**src/rtl/btn_pulse_gen_if.sv**
```systemverilog
// btn_pulse_gen_if: command bus from the button front-end to the calculator core
interface btn_pulse_gen_if;
    logic [3:0] num_o;
    logic       busy;
    logic [3:0] stable_o;
    modport master (output num_o, busy, stable_o);
    modport slave  (input  num_o, busy, stable_o);
endinterface

```
**src/rtl/btn_pulse_gen.sv**
```systemverilog
// btn_pulse_gen: synchronise and debounce four buttons, emit one-hot single-cycle command pulses.
// Define BTN_AUTO_REPEAT_EN to auto-repeat bit0 (increment) while it is held.
module btn_pulse_gen #(
    parameter int DB_CYCLES  = 16,
    parameter int GAP_CYCLES = 1,
    parameter int RPT_DELAY  = 64,
    parameter int RPT_PERIOD = 16
) (
    input  logic            clk,
    input  logic            rst_n,
    input  logic [3:0]      btn_raw,
    btn_pulse_gen_if.master bus
);
    localparam int DBW = $clog2(DB_CYCLES + 1);
    localparam int GW  = $clog2(GAP_CYCLES + 1);

    typedef enum logic [1:0] {IDLE, PULSE, GAP} state_t;

    state_t              state_q, state_d;
    logic [3:0]          meta_q, sync_q;
    logic [3:0]          stable_q, stable_d;
    logic [3:0][DBW-1:0] cnt_q, cnt_d;
    logic [3:0]          pend_q, pend_d;
    logic [3:0]          num_q, num_d;
    logic [GW-1:0]       gap_q, gap_d;
    logic [3:0]          rise, sel, clr;
    logic                rpt;

    if (DB_CYCLES < 2 || GAP_CYCLES < 1 || RPT_PERIOD < 1 || RPT_DELAY < RPT_PERIOD) begin : g_bad_cfg
        $error("btn_pulse_gen: invalid parameter set");
    end

    // Debounce: a level change is accepted after DB_CYCLES consecutive differing samples.
    always_comb begin
        stable_d = stable_q;
        cnt_d    = cnt_q;
        for (int i = 0; i < 4; i++) begin
            if (sync_q[i] == stable_q[i]) begin
                cnt_d[i] = '0;
            end else if (cnt_q[i] == DBW'(DB_CYCLES - 1)) begin
                cnt_d[i]    = '0;
                stable_d[i] = ~stable_q[i];
            end else begin
                cnt_d[i] = cnt_q[i] + DBW'(1);
            end
        end
    end

    assign rise = stable_d & ~stable_q;
    assign sel  = pend_q[3] ? 4'b1000 :
                  pend_q[2] ? 4'b0100 :
                  pend_q[1] ? 4'b0010 :
                  pend_q[0] ? 4'b0001 : 4'b0000;

    // Output FSM: a pulse, GAP_CYCLES idle cycles, then the next pending command straight away.
    always_comb begin
        state_d = state_q;
        num_d   = '0;
        gap_d   = gap_q;
        clr     = '0;
        if (state_q == PULSE) begin
            state_d = GAP;
            gap_d   = GW'(GAP_CYCLES - 1);
        end else if (state_q == GAP && gap_q != '0) begin
            gap_d = gap_q - GW'(1);
        end else if (|pend_q) begin
            state_d = PULSE;
            num_d   = sel;
            clr     = sel[3] ? 4'hf : sel;
        end else begin
            state_d = IDLE;
        end
    end

`ifdef BTN_AUTO_REPEAT_EN
    localparam int HW = $clog2(RPT_DELAY + 1);
    logic [HW-1:0] hold_q, hold_d;

    // Hold timer: cycles since stable[0] rose, reloaded after each repeat so later ones follow every RPT_PERIOD.
    always_comb begin
        hold_d = '0;
        rpt    = 1'b0;
        if (stable_q[0] && !clr[3]) begin
            hold_d = hold_q + HW'(1);
            if (hold_d == HW'(RPT_DELAY)) begin
                rpt    = 1'b1;
                hold_d = HW'(RPT_DELAY - RPT_PERIOD);
            end
        end
    end

    // Hold timer register.
    always_ff @(posedge clk or negedge rst_n) begin
        if (!rst_n) hold_q <= '0;
        else        hold_q <= hold_d;
    end
`else
    assign rpt = 1'b0;
`endif

    assign pend_d = (pend_q & ~clr) | rise | {3'b000, rpt};

    // State registers: synchroniser, debounce, pending flags and FSM.
    always_ff @(posedge clk or negedge rst_n) begin
        if (!rst_n) begin
            meta_q   <= '0;
            sync_q   <= '0;
            stable_q <= '0;
            cnt_q    <= '0;
            pend_q   <= '0;
            num_q    <= '0;
            gap_q    <= '0;
            state_q  <= IDLE;
        end else begin
            meta_q   <= btn_raw;
            sync_q   <= meta_q;
            stable_q <= stable_d;
            cnt_q    <= cnt_d;
            pend_q   <= pend_d;
            num_q    <= num_d;
            gap_q    <= gap_d;
            state_q  <= state_d;
        end
    end

    assign bus.num_o    = num_q;
    assign bus.busy     = (state_q != IDLE) | (|pend_q);
    assign bus.stable_o = stable_q;
endmodule

```
**src/flat_wrapper.sv**
```systemverilog
// flat-port wrapper written by rule: the top's interface ports become plain ports
module btn_pulse_gen_flat 
#(
    parameter int DB_CYCLES  = 16,
    parameter int GAP_CYCLES = 1,
    parameter int RPT_DELAY  = 64,
    parameter int RPT_PERIOD = 16
)
  (clk, rst_n, btn_raw, bus_num_o, bus_busy, bus_stable_o);
  btn_pulse_gen_if bus_i ();
  input  logic clk;
  input  logic rst_n;
  input  logic [3:0] btn_raw;
  output wire logic [$bits(bus_i.num_o)-1:0] bus_num_o;
  output wire logic [$bits(bus_i.busy)-1:0] bus_busy;
  output wire logic [$bits(bus_i.stable_o)-1:0] bus_stable_o;
  assign bus_num_o = bus_i.num_o;
  assign bus_busy = bus_i.busy;
  assign bus_stable_o = bus_i.stable_o;
  btn_pulse_gen #(.DB_CYCLES(DB_CYCLES), .GAP_CYCLES(GAP_CYCLES), .RPT_DELAY(RPT_DELAY), .RPT_PERIOD(RPT_PERIOD)) u_core (.clk(clk), .rst_n(rst_n), .btn_raw(btn_raw), .bus(bus_i));
endmodule
```
**config.mk**
```make
export PLATFORM = sky130hd
export DESIGN_NAME = btn_pulse_gen_flat
export DESIGN_NICKNAME = d
export VERILOG_FILES = /design/src/rtl/btn_pulse_gen_if.sv /design/src/rtl/btn_pulse_gen.sv /design/src/flat_wrapper.sv
export SDC_FILE = /design/constraint.sdc
export NUM_CORES = 1
export LEC_CHECK = 0
export ABC_CLOCK_PERIOD_IN_PS = 1400
export CAP_MARGIN = 20
export CORE_MARGIN = 2
export CORE_UTILIZATION = 55
export DETAILED_ROUTE_END_ITERATION = 16
export HOLD_SLACK_MARGIN = 0.02
export PLACE_DENSITY_LB_ADDON = 0.2
export SYNTH_ARGS = -nofsm -noshare
export SYNTH_HDL_FRONTEND = slang
export SYNTH_SLANG_ARGS = --single-unit
```
**constraint.sdc**
```tcl
create_clock -name clk -period 1.4 [get_ports clk]
set_input_delay 0.21 -clock clk [delete_from_list [all_inputs] [get_ports clk]]
set_output_delay 0.21 -clock clk [all_outputs]
set_load 0.1 [all_outputs]
```
==> impl_metrics.toml <==
[layout]
final_common_cell = "dfrtp_1"
finish.utilization_pct = 74.1
layoutNonFillerInstCount = 188
n_antenna_cell = 0
drive_gt1_share_pct = 24.2
seq_area_sq_um = 1080
final_cell_mix = "dfrtp_1 (39), nor2_1 (14), buf_12 (10), nand3_1 (9), xor2_1 (9)"
nFillCells = 177
multi_input_area_sq_um = 574
area_growth_pct = 25.0
nets = 166

[die]
core_area_sq_um = 2810
start_util_pct = 59.3
die_y_microns = 59.0
num_rows = 19
die_width_microns = 59.0
die_area_sq_um = 3480
ios = 15

[drt]
drt-vias-per-instance = 5.45
dr.pass1.iters = 10
drcViolationCount = 1
ant_nets = 0
wl_microns = 2510
routedWlPerCell_microns = 13.3
num_vias = 1025
drt-initial-drc-count = 46

[logic_synthesis]
ys_types = 27
syn_avg_cell_area_sq_um = 12.9
yosys_warnings = 0
synthesis.area_sq_um = 1660
synth_nets = 139
yosysSeqAreaShare_pct = 64.7
synthCells = 129
synth-seq-cells = 43

[critical_path]
slowest_delay_ns = 0.42
cp.buffers_inverters = 1
crit_type = "reg -> out"
cp_max_fo = 2
path_delay_family = "simple AND/OR/NAND/NOR gates"
cp-end-kind = "output port"
worstPathCellList = "nor3_4, nand2b_1, or3_4, buf_12"
critPathLaunchType = "flop"
cp.arrival_ns = 1.58
cp.required_ns = 1.19
cp_slowest_cell = "dfrtp_1"

[placement]
dpl_worst_slack_ns = -0.0164
place_inst = 178
dp_hpwl_microns = 1740
port_buffers = 14
gp_congestion = 0.796

[sta]
min_period_over_period_pct = 128
setup_slack_ns = -0.392
skew_ns = 0.00776
relSlewSlack_pct = 72.3
finalSetupViolCount = 1
slew_violations = 0
rsz0062_at_grt = "true"
max_freq_ghz = 0.558
fin_crit_ns = 1.79
final_hold_viol_count = 0
worstMarginPinSlew_ns = 0.412

[job]
maxCapViolations = 0

[clock_network]
cts.path.max_buffers = 2
clkSinkCount = 43
cts-root-buf = "clkbuf_4"
cts_made_buffers = 5
cts_tree = "yes"
htreeDepth = 2
clk_pin_slew_worst_paths_ns = 0.12
clk-insertion-delay-late_ns = 0.34

[global_route]
grt_pass1_vias = 1035
antenna_found_initial = 0
grt_usage_pct = 17.2
grt_max_degree = 28
grt_pass1_wl_microns = 4350
overflow = 0

[power_and_ir_drop]
irDropWorstVdd_uv = 773
powerDensity_nw_per_um2 = 1000
leakagePower_uw = 0.00105
total_power_uw = 2090

[run_status]
violations = "design-rule violations, negative setup slack"
outcome = "complete, but fails checks"

[min_path]
hp-class = "in -> reg"
## layer usage
metal | part of all wire (%) | wire length, microns | vias up | GRT usage, %
met1 | 44 | 1110 | 506 | 20.1
met5 | 0 | 0 | - | 0
met4 | 2.4 | 61 | 0 | 10.7
li1 | - | - | 491 | -
met2 | 49 | 1240 | 21 | 27.9
met3 | 4.1 | 102 | 7 | 5.02
## cell type report
type                       instances  area share (%)
multi-input combinational         79            27.6
inverter                           6            1.08
timing repair buffer              21            14.1
tap                               31            1.87
sequential                        43            52.0
clock buffer                       8            3.31
## synthesized netlist by cell type, drive strengths merged
cell     n  area, sq um
mux2     5         56.3
a21oi    1         5.00
nor3     2         15.0
xor2     9         78.8
inv      6         22.5
a211o    2         17.5
nor2    15         56.3
mux2i    1         10.0
nor4b    2         30.0
nor2b    2         12.5
nand4b   1         8.76
nand2b   2         12.5
or3      1         6.26
nor3b    2         15.0
o21ai    3         15.0
dfrtp   43         1080
xnor2    2         17.5
ha       4         50.1
nand3    9         45.0
and2     5         31.3
and3     4         25.0
o211a    1         10.0
nand2    4         15.0
a32o     2         20.0
buf      1         11.3
## worst reg2reg max path, stage by stage, from the launching register on
cell	delay, ns
dfrtp_1	0.40
ha_1	0.20
nand3_1	0.16
nor2_1	0.14
mux2_2	0.34
## cells by family after synthesis
kind of cell | after synthesis | synth area share, %
and+or+nand+nor | 49 | 16.4
muxes | 6 | 3.99
AOI/OAI and AO/OA | 9 | 4.06
buffers and inverters | 7 | 2.03
xor gates and xnor gates | 11 | 5.79
adders and majority gates | 4 | 3.01
DFF | 43 | 64.7
## path summary, 6_finish.rpt
kind / start / end / slack [ns] / depth (start not counted)
worst max-delay path: u_core.pend_q[2]$_DFF_PN0_ / bus_busy / -0.39 / 4
worst min-delay path: btn_raw[0] / u_core.meta_q[0]$_DFF_PN0_ / 0.28 / 1
worst max register to register: u_core.cnt_q[5]$_DFF_PN0_ / u_core.bus.stable_o[1]$_DFF_PN0_ / 0.05 / 4
worst min register to register: u_core.meta_q[1]$_DFF_PN0_ / u_core.sync_q[1]$_DFF_PN0_ / 0.35 / 0
max in group asynchronous: rst_n / u_core.bus.stable_o[2]$_DFF_PN0_ / 0.60 / 3
min in group asynchronous: rst_n / u_core.cnt_q[5]$_DFF_PN0_ / 0.31 / 2
## power breakdown
part / switching, uW / total (uW) / internal [uW]
sequential: 32.7 / 1320 / 1280
combinational: 58.1 / 111 / 52.7
clock: 365 / 660 / 296
## what timing repair did
| item | in CTS | in global routing |
|---|---|---|
| endpoints found under the setup margin | 1 | 3 |
| buffers inserted | 1 | 0 |
| hold endpoints to repair | 16 | 0 |
| resized for setup | 0 | 4 |
| pin swaps | 1 | 0 |
| gates cloned | 0 | 0 |
| hold buffers | 1 | 0 |
## metrics by stage
stage	area [sq um]	TNS, ns	hold slack, ns
floorplan	1670	0	-0.0856
global placement	1980	0	0.157
detailed placement	1980	-0.0164	0.165
CTS	2060	-0.395	0.276
global route	2080	-0.512	0.267
finish	2080	-0.392	0.284
## registers in the layout, indices dropped and copies added (netlist names)
signal,flops
u_core.bus.num_o,4
u_core.bus.stable_o,4
u_core.cnt_q,20
u_core.gap_q,1
u_core.meta_q,4
u_core.pend_q,4
u_core.state_q,2
u_core.sync_q,4
(Power assumes the default switching activity.)
